--- src/rtl/zdet_stream_scheduler_pkg.sv ---
// Shared types and constants for the z-detector stream scheduler.
package zdet_pkg;

    localparam int REQ_N = 2;

    typedef enum logic [1:0] {
        IDLE  = 2'd0,
        RST   = 2'd1,
        SHIFT = 2'd2,
        DONE  = 2'd3
    } sched_state_t;

    typedef enum logic [2:0] {
        A = 3'd0,
        B = 3'd1,
        C = 3'd2,
        D = 3'd3,
        E = 3'd4
    } det_state_t;

endpackage

--- src/rtl/zdet_stream_scheduler_if.sv ---
// Requester-side bus of the scheduler: level requests, frames, grant, result.
interface zdet_stream_scheduler_if #(
    parameter int WIDTH = 8,
    parameter int CNT_W = $clog2(WIDTH + 1)
);
    import zdet_pkg::*;

    logic [REQ_N-1:0] req;
    logic [WIDTH-1:0] data0;
    logic [WIDTH-1:0] data1;
    logic [REQ_N-1:0] gnt;
    logic             done;
    logic             done_id;
    logic [CNT_W-1:0] zcount;

    modport master (output req, data0, data1, input gnt, done, done_id, zcount);
    modport slave  (input req, data0, data1, output gnt, done, done_id, zcount);

endinterface

--- src/rtl/zdet_stream_scheduler_model.sv ---
// 5-state Moore pattern detector with synchronous reset; z is high in D and E.
// state | meaning
// A     | reset / waiting for first 1
// B     | one 1 seen
// C     | recovering after D on a 1
// D     | 1,1,0 seen (z=1)
// E     | 1,1 seen (z=1)
module zdet_model
    import zdet_pkg::*;
(
    input  logic clk,
    input  logic det_rst,
    input  logic x,
    output logic z
);

    det_state_t r_state;

    // Next-state transitions; det_rst forces A on the clock edge.
    always_ff @(posedge clk) begin
        if (det_rst) begin
            r_state <= A;
        end else begin
            case (r_state)
                A:       r_state <= x ? B : A;
                B:       r_state <= x ? E : B;
                C:       r_state <= x ? B : C;
                D:       r_state <= x ? C : B;
                E:       r_state <= x ? E : D;
                default: r_state <= A;
            endcase
        end
    end

    assign z = (r_state == D) || (r_state == E);

endmodule

--- src/rtl/zdet_stream_scheduler.sv ---
// Round-robin scheduler that serialises frames into a shared z-detector and
// returns the number of z-high samples per frame.
// Build option: define ZDET_INTERNAL_EN to use an internal zdet_model instead
// of the z port (x and det_rst ports are driven the same either way).
// state | meaning
// IDLE  | waiting for a request; winner chosen and frame latched on exit
// RST   | one-cycle grant, detector held in reset
// SHIFT | WIDTH cycles driving x LSB first, z summed from the second cycle
// DONE  | final z sample added, done pulse with result
module zdet_stream_scheduler
    import zdet_pkg::*;
#(
    parameter int WIDTH = 8,
    parameter int CNT_W = $clog2(WIDTH + 1)
) (
    input  logic                   clk,
    input  logic                   resetn,
    zdet_stream_scheduler_if.slave bus,
    output logic                   det_rst,
    output logic                   x,
    input  logic                   z
);

    localparam int IDX_W = (WIDTH > 1) ? $clog2(WIDTH) : 1;
    localparam logic [IDX_W-1:0] LAST_IDX = IDX_W'(WIDTH - 1);
    localparam logic [1:0] ST_IDLE  = IDLE;
    localparam logic [1:0] ST_RST   = RST;
    localparam logic [1:0] ST_SHIFT = SHIFT;
    localparam logic [1:0] ST_DONE  = DONE;

    logic [1:0]       r_state;
    logic             r_id;
    logic             r_last_gnt;
    logic [WIDTH-1:0] r_shreg;
    logic [IDX_W-1:0] r_bit_rem;
    logic [CNT_W-1:0] r_cnt;
    logic [CNT_W-1:0] r_zcount;

    logic             w_z;
    logic             w_win;
    logic             w_first;
    logic [CNT_W-1:0] w_sum;

`ifdef ZDET_INTERNAL_EN
    logic w_z_int;

    zdet_model u_det (
        .clk     (clk),
        .det_rst (det_rst),
        .x       (x),
        .z       (w_z_int)
    );

    assign w_z = w_z_int;
`else
    assign w_z = z;
`endif

    // Sole requester wins; on a tie the one not granted last time wins.
    assign w_win   = bus.req[1] & (~bus.req[0] | ~r_last_gnt);
    assign w_first = (r_bit_rem == LAST_IDX);
    assign w_sum   = (r_cnt == {CNT_W{1'b1}}) ? r_cnt
                                              : r_cnt + {{(CNT_W-1){1'b0}}, w_z};

    // Sequencer: arbitration, frame shift-out and z accumulation.
    always_ff @(posedge clk or negedge resetn) begin
        if (!resetn) begin
            r_state    <= ST_IDLE;
            r_id       <= 1'b0;
            r_last_gnt <= 1'b1;
            r_shreg    <= '0;
            r_bit_rem  <= '0;
            r_cnt      <= '0;
            r_zcount   <= '0;
        end else begin
            case (r_state)
                ST_IDLE: begin
                    if (|bus.req) begin
                        r_state    <= ST_RST;
                        r_id       <= w_win;
                        r_last_gnt <= w_win;
                        r_shreg    <= w_win ? bus.data1 : bus.data0;
                        r_cnt      <= '0;
                        r_bit_rem  <= LAST_IDX;
                    end
                end
                ST_RST: begin
                    r_state <= ST_SHIFT;
                end
                ST_SHIFT: begin
                    r_shreg <= r_shreg >> 1;
                    if (!w_first) begin
                        r_cnt <= w_sum;
                    end
                    if (r_bit_rem == '0) begin
                        r_state <= ST_DONE;
                    end else begin
                        r_bit_rem <= r_bit_rem - 1'b1;
                    end
                end
                ST_DONE: begin
                    r_cnt    <= w_sum;
                    r_zcount <= w_sum;
                    r_state  <= ST_IDLE;
                end
                default: r_state <= ST_IDLE;
            endcase
        end
    end

    assign bus.gnt     = (r_state == ST_RST) ? (r_id ? 2'b10 : 2'b01) : 2'b00;
    assign bus.done    = (r_state == ST_DONE);
    assign bus.done_id = r_id;
    // The DONE-cycle result includes the sample taken in that cycle.
    assign bus.zcount  = (r_state == ST_DONE) ? w_sum : r_zcount;
    assign det_rst     = ~resetn | (r_state == ST_RST);
    assign x           = (r_state == ST_SHIFT) & r_shreg[0];

endmodule

--- src/flat_wrapper.sv ---
// flat-port wrapper written by rule: the top's interface ports become plain ports
module zdet_stream_scheduler_flat import zdet_pkg::*;
#(
    parameter int WIDTH = 8,
    parameter int CNT_W = $clog2(WIDTH + 1)
)
  (clk, resetn, det_rst, x, z, bus_req, bus_data0, bus_data1, bus_gnt, bus_done, bus_done_id, bus_zcount);
  zdet_stream_scheduler_if #(.WIDTH(WIDTH), .CNT_W(CNT_W)) bus_i ();
  input  logic clk;
  input  logic resetn;
  output logic det_rst;
  output logic x;
  input  logic z;
  input wire logic [$bits(bus_i.req)-1:0] bus_req;
  input wire logic [$bits(bus_i.data0)-1:0] bus_data0;
  input wire logic [$bits(bus_i.data1)-1:0] bus_data1;
  output wire logic [$bits(bus_i.gnt)-1:0] bus_gnt;
  output wire logic [$bits(bus_i.done)-1:0] bus_done;
  output wire logic [$bits(bus_i.done_id)-1:0] bus_done_id;
  output wire logic [$bits(bus_i.zcount)-1:0] bus_zcount;
  assign bus_i.req = bus_req;
  assign bus_i.data0 = bus_data0;
  assign bus_i.data1 = bus_data1;
  assign bus_gnt = bus_i.gnt;
  assign bus_done = bus_i.done;
  assign bus_done_id = bus_i.done_id;
  assign bus_zcount = bus_i.zcount;
  zdet_stream_scheduler #(.WIDTH(WIDTH), .CNT_W(CNT_W)) u_core (.clk(clk), .resetn(resetn), .bus(bus_i), .det_rst(det_rst), .x(x), .z(z));
endmodule
--- config.mk ---
export PLATFORM = sky130hd
export DESIGN_NAME = zdet_stream_scheduler_flat
export DESIGN_NICKNAME = d
export VERILOG_FILES = /design/src/rtl/zdet_stream_scheduler_pkg.sv /design/src/rtl/zdet_stream_scheduler_if.sv /design/src/rtl/zdet_stream_scheduler_model.sv /design/src/rtl/zdet_stream_scheduler.sv /design/src/flat_wrapper.sv
export SDC_FILE = /design/constraint.sdc
export NUM_CORES = 1
export LEC_CHECK = 0
export CAP_MARGIN = 30
export CORE_ASPECT_RATIO = 1.5
export CORE_MARGIN = 4
export CORE_UTILIZATION = 44
export CTS_CLUSTER_DIAMETER = 40
export DETAILED_ROUTE_END_ITERATION = 10
export PLACE_DENSITY = 0.74
export RECOVER_POWER = 100
export SYNTH_ARGS = -nofsm -noshare
export SYNTH_HDL_FRONTEND = slang
export SYNTH_SLANG_ARGS = --single-unit
export TNS_END_PERCENT = 1
--- constraint.sdc ---
create_clock -name clk -period 1.7 [get_ports clk]
set_input_delay 0.425 -clock clk [delete_from_list [all_inputs] [get_ports clk]]
set_output_delay 0.425 -clock clk [all_outputs]
set_load 0.02 [all_outputs]
* After elaboration in Yosys (flattened, before gate mapping)
Cells that the tools add are included.
Storage, ports and cells: output and inout port bits 10, bits of input ports 21, register bits after elaboration 23
Operators by class: reduce and logical (&&, ||, !) cells 10, equal/unequal tests 9, mux-type cells 16, bitwise gates (word level) 7, $add $sub $neg 2
Operators by type and width (count):
- $mux 4 | 4
- $mux 8 | 2
- $pmux 8 s2 | 1
- $pmux 4 s3 | 1
- $mux 2 | 4
- $pmux 2 s4 | 1
- $mux 3 | 2
- $pmux 3 s2 | 1
- $reduce_and 2->1 | 3
- $reduce_and 3->1 | 2
- $add 4x1->4 | 1
- $eq 2x2->1 const B | 2
- $eq 4x4->1 const B | 1
- $ne 2x1->1 const B | 2
- $ne 2x2->1 const B | 2
- $eq 3x3->1 const B | 1
- $logic_not 3->1 | 1
- $not 1->1 | 3
- $reduce_bool 3->1 | 1
- $sub 3x1->3 const B | 1
- $and 1x1->1 | 2
- $eq 2x1->1 const B | 1
- $logic_not 2->1 | 1
- $or 1x1->1 | 2
- 2 further kinds | 2

* Longest topological paths before layout
word-level depth 6, mapped depth 6, gate-level depth less buffers 5

* Least setup slack after synthesis
Ideal clock, no wire load.
path type reg2out, start point reg u_core.r_state[0], end point out x, required time 1275 ps, path buffers 2, arrival time 1453 ps, path slack -178 ps, cell stages (with the launch flop) 6, path through dfrtp_1 -> inv_1 -> ha_1 -> clkbuf_1 -> clkbuf_1 -> and2_1
Between the ends: word-level cells in the longest chain between the ends 2
Ends and longest elaborated chain:
- start: declaration | RTL line zdet_stream_scheduler.sv:31 | logic [1:0] r_state;
- start signal: assignment | RTL line zdet_stream_scheduler.sv:68 | r_state <= ST_IDLE;
- start signal: assignment | RTL line zdet_stream_scheduler.sv:79 | r_state <= ST_RST;
- start signal: assignment | RTL line zdet_stream_scheduler.sv:88 | r_state <= ST_SHIFT;
- $eq 2x2->1 | RTL line zdet_stream_scheduler.sv:117 | assign x = (r_state == ST_SHIFT) & r_shreg[0];
- $and 1x1->1 | RTL line zdet_stream_scheduler.sv:117
- end: declaration | RTL line flat_wrapper.sv:12 | output logic x;
No other way between the ends.

* Worst setup path after layout
start point reg u_core.r_cnt[0], end point out bus_zcount[3]
Between the ends: word-level cells in the longest chain between the ends 3
Ends and longest elaborated chain:
- start: declaration | RTL line zdet_stream_scheduler.sv:36 | logic [CNT_W-1:0] r_cnt;
- start signal: assignment | RTL line zdet_stream_scheduler.sv:93 | r_cnt <= w_sum;
- start signal: assignment | RTL line zdet_stream_scheduler.sv:102 | r_cnt <= w_sum;
- $add 4x1->4 or $eq 4x4->1 (tied branches) | RTL line zdet_stream_scheduler.sv:63, zdet_stream_scheduler.sv:62
- $mux 4 * | RTL line zdet_stream_scheduler.sv:62 | assign w_sum = (r_cnt == {CNT_W{1'b1}}) ? r_cnt
- $mux 4 * | RTL line zdet_stream_scheduler.sv:115 | assign bus.zcount = (r_state == ST_DONE) ? w_sum : r_zcount;
- end: declaration | RTL line flat_wrapper.sv:20 | output wire logic [$bits(bus_i.zcount)-1:0] bus_zcount;
Every way passes the cells marked *; elsewhere a longest branch is shown, timed or not.

==> qor.csv <==
metric,value,unit
vdd_drop_max,0.941,mV
period_minus_slack,2100,ps
ant_nets,0,
r2r_slack,-270,ps
fillCellCount,239,
worst_slack,-399,ps
cts_max_path_buffers,2,
crit_arrival,1670,ps
synthToLayoutAreaGrowth,53.2,%
yosys_warnings,0,
num-nets-final,217,
cp_num_buf_inv,1,
critPathRequiredTime,1270,ps
grt_pass1_vias,1348,
ff2ff_path_depth,7,
antenna_found_initial,0,
final_layout_size_suffix_gt1_share,37.3,%
yosysTopAreaCellShare,40.7,%
hpwlAfterDp,2620,µm
p_total,0.00365,W
io_buffers,30,
coreArea,2940,µm²
finalClockSkew,4.87,ps
grt-ovfl-total,0,
insertion_delay,280,ps
yosysMostFrequentCell,dfrtp_1,
hold_ws,521,ps
synth_nets,164,
power_density,1760,nW/µm²
multiInputGateArea,865,µm²
yosysTopAreaCell,dfrtp_1,
p_sw_share,41.2,%
synth_cell_types,38,
initial_core_util,46.0,%
hold_depth,1,
drv_slew,0,
p_int,0.00215,W
netlist_area,1350,µm²
wl_per_cell,16.3,µm
synthTopCellsByArea,"dfrtp_1 (41%), ha_1 (9.3%), mux2i_1 (5.9%)",
max_freq,476,MHz
worstHoldStart,u_core.r_zcount[3],
synth-seq-area-share,42.6,%
die_x,53.3,µm
hold_class,reg2reg,
p_comb_share,63.8,%
holdPathEnd,u_core.r_zcount[3],
antenna_cells,0,
fp.dieH,75.9,µm
critPathTopFamily,multiplexers,
worstMarginPinSlew,609,ps
grt_pass1_wl,6050,µm
root_buffer,clkbuf_8,
grtUsageTotal,19.6,%
rsz0062_at_grt,true,
wl,3660,µm
syn_avg_cell_area,10.2,µm²
max_slew_margin,59.4,%
seq_power_share,26.3,%
r2r_end,u_core.r_cnt[0],
setup_violations,25,
clkTransAtPathRegs,80,ps
hold_violations,0,
status,"complete, but fails checks",
slowest_stage,dfrtp_1,
htreeDepth,1,
drt_pass1_iterations,4,
cts_tree,built,
crit_type,reg2out,
cts.sinks,23,
drtIter0Drc,33,
p_clk_share,9.9,%
drc,0,
die_area,4040,µm²
reg2reg_from,u_core.r_state[1],
placed_cell_area,1870,µm²
cp-end-kind,primary output,
pin_count,31,
viasPerCell,5.71,
power_switching,0.00151,W
cp_common_cell,mux2_4,
async_reset_ff_share,100,%
place.gp.congestion,0.777,
synth_edf_count,0,
finalInstanceArea,2070,µm²
ys.flop_type,dfrtp_1,
worst_setup_path_start_kind,register,
cts_buffers,3,
max_cap_viol_count,0,
worstPathCellList,ha_2 > nand3_2 > mux2_4 > mux2_4 > buf_6,
yosys_register_bits,23,
critical_path.max_fanout,2,
fin_crit_sh,123,%
syn_inst,133,
synth_common_cells,"dfrtp_1 (22), ha_1 (10), nand3_1 (10), o21ai_0 (10)",
rows,24,
grt_max_degree,24,
register_area,577,µm²
failed_checks,negative setup slack,
p_leak,0.889,nW
final_core_util,70.4,%
vias,1279,
critPathMaxStageDelay,400,ps
-- what timing repair did --
item / CTS / global route
setup buffers: 1 / 0
hold buffers: 0 / 0
setup endpoints to repair: 26 / 25
pin swaps: 3 / 10
gates resized for setup: 69 / 21
-- stage by stage --
step	std cells	setup TNS [ps]	setup slack [ps]
finish	224	-5890	-399
global route	224	-8760	-440
CTS	224	-2840	-393
detailed placement	219	-9990	-1050
global placement	219	-8840	-1030
floorplan	133	-161	-94.7
-- area by class of cell --
cell class | instances | area share [%]
well taps | 39 | 2.36
flip-flops and latches | 23 | 27.8
inverters | 6 | 1.33
clock buffers | 4 | 2.17
repair buffers | 56 | 24.6
multi-input cells | 96 | 41.7
-- cells by family after synthesis --
| group | share of synthesized area, % |
|---|---|
| flip-flops | 42.6 |
| multiplexers | 10.6 |
| adder cells (fa/ha/maj) | 9.25 |
| buffers and inverters | 4.16 |
| AND/OR/NAND/NOR | 14.1 |
| AO/OA/AOI/OAI | 18.6 |
| XOR/XNOR | 0.648 |
-- power by group through the flow --
stage	clock network, W	logic (W)	registers (W)
CTS	0.000368	0.00219	0.000955
detailed placement	0	0.00199	0.000951
finish	0.000361	0.00233	0.000962
floorplan	0	0.00120	0.000946
global placement	0	0.00192	0.000935
global route	0.000385	0.00252	0.000984
-- how the worst max path moves through the flow --
| stage | start | slack [ps] | to | cells after the start |
|---|---|---|---|---|
| after global placement | z | -1030 | bus_zcount[3] | 6 |
| final | u_core.r_cnt[0] | -400 | bus_zcount[3] | 5 |
| after CTS | u_core.r_cnt[0] | -390 | bus_zcount[3] | 5 |
| after global routing | u_core.r_cnt[0] | -440 | bus_zcount[3] | 5 |
| after floorplan | z | -90 | bus_zcount[3] | 4 |
| after detailed placement | z | -1050 | bus_zcount[3] | 6 |
-- state kept, by name, summed over array words and instances, names as in the netlist --
signal	flops
u_core.r_cnt	4
u_core.r_state	2
u_core.bus.done_id	1
u_core.r_bit_rem	3
u_core.r_zcount	4
u_core.r_last_gnt	1
u_core.r_shreg	8
-- per-layer routing --
layer,vias to the layer above,track usage (%),wire length (µm)
met5,-,0,0
met4,0,8.95,110
met3,9,3.33,173
met2,39,35.0,2020
met1,634,21.2,1350
li1,597,-,-
-- placed cells by master (no fill, tap or decap), types with 2 or more instances in the layout --
master           count
buf_6               10
inv_4                2
dfrtp_1             22
clkbuf_1             2
nand4_1              3
dlygate4sd2_1        2
clkdlybuf4s50_1     18
ha_1                 5
nor2_1               6
mux2i_1              8
a21oi_1              3
o211ai_1             7
nand2_1              2
buf_4               22
o21a_1               2
a41oi_2              2
ha_4                 4
nand3_1              9
clkbuf_8             3
o21ai_0             10
mux2_4               5
inv_1                3
nor2_2               2
a21oi_2              3
Power figures use the tool's default switching activity.
